`config.mk`:
```
export PLATFORM = sky130hd
export DESIGN_NAME = if_fetch_stage
export DESIGN_NICKNAME = d
export VERILOG_FILES = /design/src/rtl/mips_pkg.sv /design/src/rtl/if_next_pc.sv /design/src/rtl/if_fetch_stage.sv
export SDC_FILE = /design/constraint.sdc
export NUM_CORES = 1
export LEC_CHECK = 0
export ABC_AREA = 0
export CAP_MARGIN = 20
export CORE_ASPECT_RATIO = 1.1
export CORE_UTILIZATION = 43
export DETAILED_ROUTE_END_ITERATION = 12
export GPL_ROUTABILITY_DRIVEN = 0
export HOLD_SLACK_MARGIN = 0.08
export PLACE_DENSITY = 0.86
export SYNTH_ARGS = -nofsm -noshare
export SYNTH_HDL_FRONTEND = slang
export SYNTH_SLANG_ARGS = --single-unit
```
`constraint.sdc`:
```
create_clock -name clk -period 3.8 [get_ports clk]
set_clock_uncertainty 0.15 [all_clocks]
set_input_delay 0.57 -clock clk [delete_from_list [all_inputs] [get_ports clk]]
set_output_delay 0.57 -clock clk [all_outputs]
set_load 0.02 [all_outputs]
```
`src/rtl/mips_pkg.sv`:
```
// Shared fetch-stage definitions: instruction encodings, reset PC and fetch FSM states.
package mips_pkg;

  localparam logic [31:0] RESET_PC_DEF  = 32'h0000_0000;
  localparam logic [31:0] HALT_WORD_DEF = 32'hFFFF_FFFF;
  localparam logic [31:0] NOP_WORD_DEF  = 32'h0000_0000;

  typedef enum logic [1:0] {
    IDLE   = 2'd0,
    RUN    = 2'd1,
    STEP   = 2'd2,
    HALTED = 2'd3
  } fetch_state_t;

endpackage

```
`src/rtl/if_next_pc.sv`:
```
// Next-PC selector: jump beats branch, both beat sequential increment; otherwise hold.
module if_next_pc (
  input  logic [31:0] i_pc,
  input  logic        i_redirect_en,
  input  logic        i_incr,
  input  logic        i_jump_taken,
  input  logic [31:0] i_jump_target,
  input  logic        i_branch_taken,
  input  logic [31:0] i_branch_target,
  output logic        o_redirect,
  output logic [31:0] o_pc_plus4,
  output logic [31:0] o_next_pc
);

  logic [31:0] w_pc_plus4;
  logic        w_redirect;

  assign w_pc_plus4 = i_pc + 32'd4;
  assign w_redirect = i_redirect_en & (i_jump_taken | i_branch_taken);
  assign o_pc_plus4 = w_pc_plus4;
  assign o_redirect = w_redirect;

  always_comb begin
    o_next_pc = i_pc;
    if (w_redirect) begin
      o_next_pc = i_jump_taken ? i_jump_target : i_branch_target;
    end else if (i_incr) begin
      o_next_pc = w_pc_plus4;
    end
  end

endmodule

```
`src/rtl/if_fetch_stage.sv`:
```
// Instruction fetch stage: PC generation, imem addressing and the IF/ID register write side.
// States: IDLE waits for start, RUN fetches every cycle, STEP fetches per step rising edge, HALTED waits for reset.
module if_fetch_stage
  import mips_pkg::*;
#(
  parameter logic [31:0] RESET_PC  = RESET_PC_DEF,
  parameter logic [31:0] HALT_WORD = HALT_WORD_DEF,
  parameter logic [31:0] NOP_WORD  = NOP_WORD_DEF
) (
  input  logic        clk,
  input  logic        reset,
  input  logic        start,
  input  logic        step_mode,
  input  logic        step,
  input  logic        stall,
  input  logic        flush,
  input  logic        branch_taken,
  input  logic [31:0] branch_target,
  input  logic        jump_taken,
  input  logic [31:0] jump_target,
  output logic [31:0] imem_addr,
  input  logic [31:0] imem_data,
  output logic [31:0] instr_out,
  output logic [31:0] pc4_out,
  output logic        valid_out,
  output logic [31:0] pc_out,
  output logic        halted
);

  fetch_state_t r_state, w_state_nxt;
  logic [31:0]  r_pc, r_instr, r_pc4;
  logic         r_valid, r_step_d;

  logic         w_active, w_step_rise, w_redirect, w_advance, w_is_halt, w_incr;
  logic         w_flush, w_halted;
  logic [31:0]  w_next_pc, w_pc_plus4;

  assign w_active    = (r_state == RUN) || (r_state == STEP);
  assign w_step_rise = step & ~r_step_d;
  assign w_flush     = flush & ~w_redirect;
  assign w_advance   = w_active & ~w_redirect & ~flush & ~stall &
                       ((r_state == RUN) | w_step_rise);
  // A fetched halt word is still delivered to ID, but the PC stays on it.
  assign w_is_halt   = w_advance & (imem_data == HALT_WORD);
  assign w_incr      = w_advance & ~w_is_halt;

  if_next_pc u_next_pc (
    .i_pc            (r_pc),
    .i_redirect_en   (w_active),
    .i_incr          (w_incr),
    .i_jump_taken    (jump_taken),
    .i_jump_target   (jump_target),
    .i_branch_taken  (branch_taken),
    .i_branch_target (branch_target),
    .o_redirect      (w_redirect),
    .o_pc_plus4      (w_pc_plus4),
    .o_next_pc       (w_next_pc)
  );

  always_ff @(posedge clk or posedge reset) begin
    if (reset) begin
      r_state <= IDLE;
    end else begin
      r_state <= w_state_nxt;
    end
  end

  always_comb begin
    w_state_nxt = r_state;
    case (r_state)
      IDLE:      if (start) w_state_nxt = step_mode ? STEP : RUN;
      RUN, STEP: if (w_is_halt) w_state_nxt = HALTED;
      default:   w_state_nxt = r_state;
    endcase
  end

  always_comb begin
    w_halted = (r_state == HALTED);
  end

  always_ff @(posedge clk or posedge reset) begin
    if (reset) begin
      r_pc     <= RESET_PC;
      r_instr  <= NOP_WORD;
      r_pc4    <= 32'd0;
      r_valid  <= 1'b0;
      r_step_d <= 1'b0;
    end else begin
      r_step_d <= step;
      r_pc     <= w_next_pc;
      if (w_halted || (w_active && (w_redirect || w_flush))) begin
        r_instr <= NOP_WORD;
        r_valid <= 1'b0;
      end else if (w_advance) begin
        r_instr <= imem_data;
        r_pc4   <= w_pc_plus4;
        r_valid <= 1'b1;
      end
    end
  end

  assign imem_addr = r_pc;
  assign pc_out    = r_pc;
  assign instr_out = r_instr;
  assign pc4_out   = r_pc4;
  assign valid_out = r_valid;
  assign halted    = w_halted;

endmodule
```
After elaboration in Yosys (flattened, before gate mapping). Index checks and enable logic that the tools add are counted. Widths: inputs -> output; s select.

$add $sub $neg: 1. Equal/unequal tests: 6. Muxes and demuxes: 11. Bitwise operators: 17. Reductions and logical operators: 11.

Operators by type and width (number): $mux 32 (5); $add 32x3->32 const B (1); $eq 32x32->1 const B (1); $and 1x1->1 (9); $mux 2 (3); $not 1->1 (6); $reduce_bool 2->1 (3); $eq 2x2->1 const B (2); $ne 2x2->1 const B (2); $pmux 2 s2 (1); $logic_or 1x1->1 (3); $reduce_and 3->1 (1); $eq 2x1->1 const B (1); $logic_not 2->1 (1); $mux 1 (2); $or 1x1->1 (2); $reduce_and 2->1 (1); $reduce_or 2->1 (1); $logic_and 1x1->1 (1).

Register bits: 100. Input bits: 105. Output and inout port bits: 130. Logic and storage cells: 52.

Longest topological paths before layout.
Word-level depth: 13. Gate-level depth with buffers: 8. Mapped depth without buffers: 6.

Cells and area by module. A second synthesis with hierarchy kept.

Cell total of the unflattened synthesis: 609. Area, all modules: 5885.6 um^2.

Modules (own cells, without submodules): if_fetch_stage (instances 1, cells an instance 312, area an instance 3955.0 um^2, seq. area each 2502.4 um^2); if_next_pc (instances 1, cells an instance 297, area an instance 1930.6 um^2, seq. area each 0.0 um^2).

Worst setup path after synthesis. No wires, ideal clock.

Path kind: flip-flop to flip-flop. Start: register r_pc[2] (netlist: imem_addr[2]). End: register r_pc[22] (netlist: imem_addr[22]). Arrival: 2.383 ns. Required time: 3.568 ns. Path slack: 1.185 ns. Cell stages (with the launch flop): 7. Path buffers: 0. Clock period less this slack: 2.615 ns. Cell sequence: dfrtp_1 -> ha_1 -> and4_1 -> nand2_1 -> or4_4 -> or4_1 -> a31oi_1.

Longest elaborated chain between the ends: 3.

RTL lines: start, declared (line if_fetch_stage.sv:31) `logic [31:0] r_pc, r_instr, r_pc4;`; start signal, assigned (line if_fetch_stage.sv:90) `r_pc <= w_next_pc;`; $add 32x3->32 (line if_next_pc.sv:18) `assign w_pc_plus4 = i_pc + 32'd4;`; $mux 32 (line if_next_pc.sv:27) `end else if (i_incr) begin`; $mux 32 (line if_next_pc.sv:25) `if (w_redirect) begin`.

No other way between the ends. The select of a mux whose other input is x is not followed. A chain may end at the register's enable or synchronous reset.

Worst setup path after layout.
Start: input port branch_taken. End: register r_pc[22] (netlist: imem_addr[22]).

Longest elaborated chain between the ends: 11. Elaborated cells on any way between the ends: 12. Those cells by class: mux: 1; bitwise: 10; reduce/logical: 1.

RTL lines: start, declared (line if_fetch_stage.sv:17) `input logic branch_taken,`; $or 1x1->1 * (line if_next_pc.sv:19) `assign w_redirect = i_redirect_en & (i_jump_taken | i_branch_taken);`; $and 1x1->1 * (line if_next_pc.sv:19); $not 1->1 (line if_fetch_stage.sv:41) `assign w_advance = w_active & ~w_redirect & ~flush & ~stall &`; $and 1x1->1 (4 in series) (line if_fetch_stage.sv:41); $and 1x1->1 (line if_fetch_stage.sv:44) `assign w_is_halt = w_advance & (imem_data == HALT_WORD);`; $not 1->1 (line if_fetch_stage.sv:45) `assign w_incr = w_advance & ~w_is_halt;`; $and 1x1->1 (line if_fetch_stage.sv:45); $reduce_bool 2->1 (no line).

Mark *: on every way between the ends. The rest lies on a longest branch, timed or not.

==> flow_summary.toml <==
[synth]
yosys.area_share.simple_pct = 16.3
synth_top_family_by_area = "compound AO/OA/AOI/OAI gates"
yosysSeqAreaShare_pct = 46.9
netlist.top_cell.by_area = "dfrtp_1"
synth.top_cell.area_share_pct = 46.9
synth_area_um2 = 5340
ys.flop_type = "dfrtp_1"
ys_warn_count = 0
ys_seq_elements = 100
ys_types = 50
synthAdderAreaFrac_pct = 0.937
synthMuxAreaShare_pct = 2.18
avgSynthCellArea_um2 = 9.91
synth_async_sr_flop_share_pct = 100
synth_compound_area_share_pct = 20.7
syn-instance-count = 539
synthTopCellsByArea = "dfrtp_1 (47%), a22o_1 (5.2%), buf_4 (4.9%)"
syn-num-nets = 648
synth_xor_area_share_pct = 4.76
synth_edf_count = 0

[place]
preCtsSetupSlack_ns = 0.578
placed_cell_area_um2 = 7620
dp_hpwl_um = 12300
place_inst = 870
port_buffers = 234

[timing]
min_period_over_period_pct = 75.9
worstMarginPinSlew_ns = 0.845
timing.final.hold_violations = 0
rsz0062_at_grt = "no"
slew_headroom_pct = 43.6
slew_viol_final = 0
setup_viol = 0
tns_ns = 0
setup_ws_ns = 0.914
fin_crit_ns = 2.89
fmax_ghz = 0.347
whs_ns = 0.356

[grt]
grt_pass1_vias = 4891
overflow = 0
grt_util_all_layers_pct = 25.3
grt_first_pass_wirelength_um = 25000
antenna_found_initial = 0
grt_max_degree = 62

[finish]
fin_util_pct = 65.3
final_nets = 836
num_antenna_cells = 0
design_area_um2 = 7890
layout-drive-gt1-share_pct = 6.16
fillCellCount = 936
stdcell_count = 884
layout-area-overhead-vs-synth_pct = 47.8

[critical_path]
cpPeakStageDelay_ns = 0.52
cp_max_fo = 33
cp_cell_sequence = "clkdlybuf4s50_1 -> nor3_1 -> o2111ai_1 -> a21o_1 -> buf_4 -> or4_1 -> a31oi_1"
crit_family = "compound AO/OA/AOI/OAI gates"
critPathLaunchType = "input port"
cp.arrival_ns = 2.99
crit_buf_inv = 2
crit_type = "in2reg"
cp_slowest_cell = "or4_1"
r2r_start = "imem_addr[3]$_DFFE_PP0P_"
crit_path_start = "branch_taken"
end_kind = "flop"
worst_ep_required_time_ns = 3.91

[power]
p_clk_share_pct = 41.4
p_leak_nw = 3.13
finalPower_mw = 2.11
powerDensity_nw_per_um2 = 268
p_switching_mw = 0.437
switching_share_pct = 20.7
vdd_drop_max_uv = 179
comb_power_share_pct = 8.2
intPower_mw = 1.68
power_frac_seq_pct = 50.4

[hold_path]
hold_class = "reg2reg"
worstHoldStart = "instr_out[6]$_DFFE_PP0P_"

[cts]
clock_sinks = 100
holdBufCountCts = 0
cts_root_buffer = "clkbuf_16"
clkSlewWorstSetupHoldPaths_ns = 0.07
cts_resized = 0
post_cts.repair.setup_buffers = 0
cts.path.max_buffers = 2
clock_latency_ns = 0.34
h-tree-depth = 3
numCtsBuffers = 9
cts_tree = "built"

[routing]
wl_um = 16400
drc = 0
via_count = 5085
ant_nets = 0
drt_iter0_drc = 426
wire_per_inst_um = 18.6
via_per_inst = 5.75
first_pass_iters = 5

[floorplanning]
die-area_um2 = 12900
start_util_pct = 44.2
row_count = 42
die_w_um = 108
core_um2 = 12100
io_pins = 235
die_h_um = 119

[outcome]
status = "finished clean"

[job]
cap_violations = 0
-- final timing paths --
path                                              to  slack, ns  cells after the start
max in group asynchronous  imem_addr[20]$_DFFE_PP0P_       2.20                      4
min                         instr_out[6]$_DFFE_PP0P_       0.36                      1
min reg2reg                 instr_out[6]$_DFFE_PP0P_       0.36                      1
min in group asynchronous  instr_out[13]$_DFFE_PP0P_       0.46                      2
max                        imem_addr[22]$_DFFE_PP0P_       0.91                      7
max reg2reg                imem_addr[22]$_DFFE_PP0P_       0.94                      6
-- power by group through the flow --
stage | Sequential, mW | Clock (mW) | Combinational, mW
final | 1.06 | 0.874 | 0.174
after global routing | 1.06 | 0.930 | 0.186
after CTS | 1.06 | 0.889 | 0.175
after detailed placement | 1.08 | 0 | 0.174
after global placement | 1.08 | 0 | 0.166
after floorplan | 1.09 | 0 | 0.0420
-- cell type report --
class / count / area (um^2) / share of cell area, %
clock inverters: 3 / 40.0 / 0.507
repair buffers: 249 / 2470 / 31.3
clock buffers: 11 / 233 / 2.95
inverters: 9 / 36.3 / 0.460
flip-flops and latches: 100 / 2500 / 31.7
multi-input cells: 358 / 2420 / 30.6
well taps: 154 / 193 / 2.44
-- cells by family after synthesis --
family	count (synthesis)
AO/OA/AOI/OAI	156
multiplexers	11
AND/OR/NAND/NOR	158
buffers and inverters	81
flip-flops	100
XOR/XNOR	29
adder cells (fa/ha/maj)	4
-- sequential cells by signal, indices dropped and copies added, names as in the netlist --
| register | count |
|---|---|
| imem_addr | 32 |
| instr_out | 32 |
| pc4_out | 32 |
| r_state | 2 |
| r_step_d | 1 |
| valid_out | 1 |
-- metal layers --
layer | up-vias | global-route usage, % | wire, um | part of all wire (%)
li1 | 2323 | - | - | -
met2 | 317 | 43.4 | 7960 | 48
met4 | 0 | 10.7 | 458 | 2.8
met1 | 2405 | 30.7 | 6330 | 38
met5 | - | 0 | 0 | 0
met3 | 40 | 5.09 | 1690 | 10
-- worst register-to-register path, stage by stage, from the launching register on --
cell     delay (ns)
dfrtp_1        0.51
ha_1           0.33
and4_1         0.27
nand2_1        0.21
or4_4          0.63
or4_1          0.48
a31oi_1        0.19
-- cell usage in the layout, fill, tap and decap left out, types with 3 or more instances in the layout --
cell and instances:
clkdlybuf4s50_1 233, ha_1 4, clkbuf_16 9, a22o_1 32, buf_4 14, dfrtp_1 100
nor4_1 3, nor2b_1 28, and4_1 5, o211ai_1 4, mux2_2 5, nand2_1 17
nor3_1 5, o21ai_0 14, a211oi_1 34, inv_1 8, nand3b_1 5, a31oi_1 16
xnor2_1 20, and3_1 5, nand3_1 11, xor2_1 9, o31ai_1 4, nand4_1 16
nor2_1 39, a311oi_1 7, a21oi_1 33, or3_1 13, mux2i_1 6
-- synth_stat cells (11+ instances only) --
cell      count
a31oi_1      16
o21ai_0      14
xnor2_1      20
a211oi_1     34
nor2_1       40
nand2_1      17
a21oi_1      34
nand3_1      11
or3_1        13
nor2b_1      28
buf_4        35
clkbuf_1     33
dfrtp_1     100
nand4_1      16
a22o_1       32
Note: power is estimated with default switching activity, not from simulation.
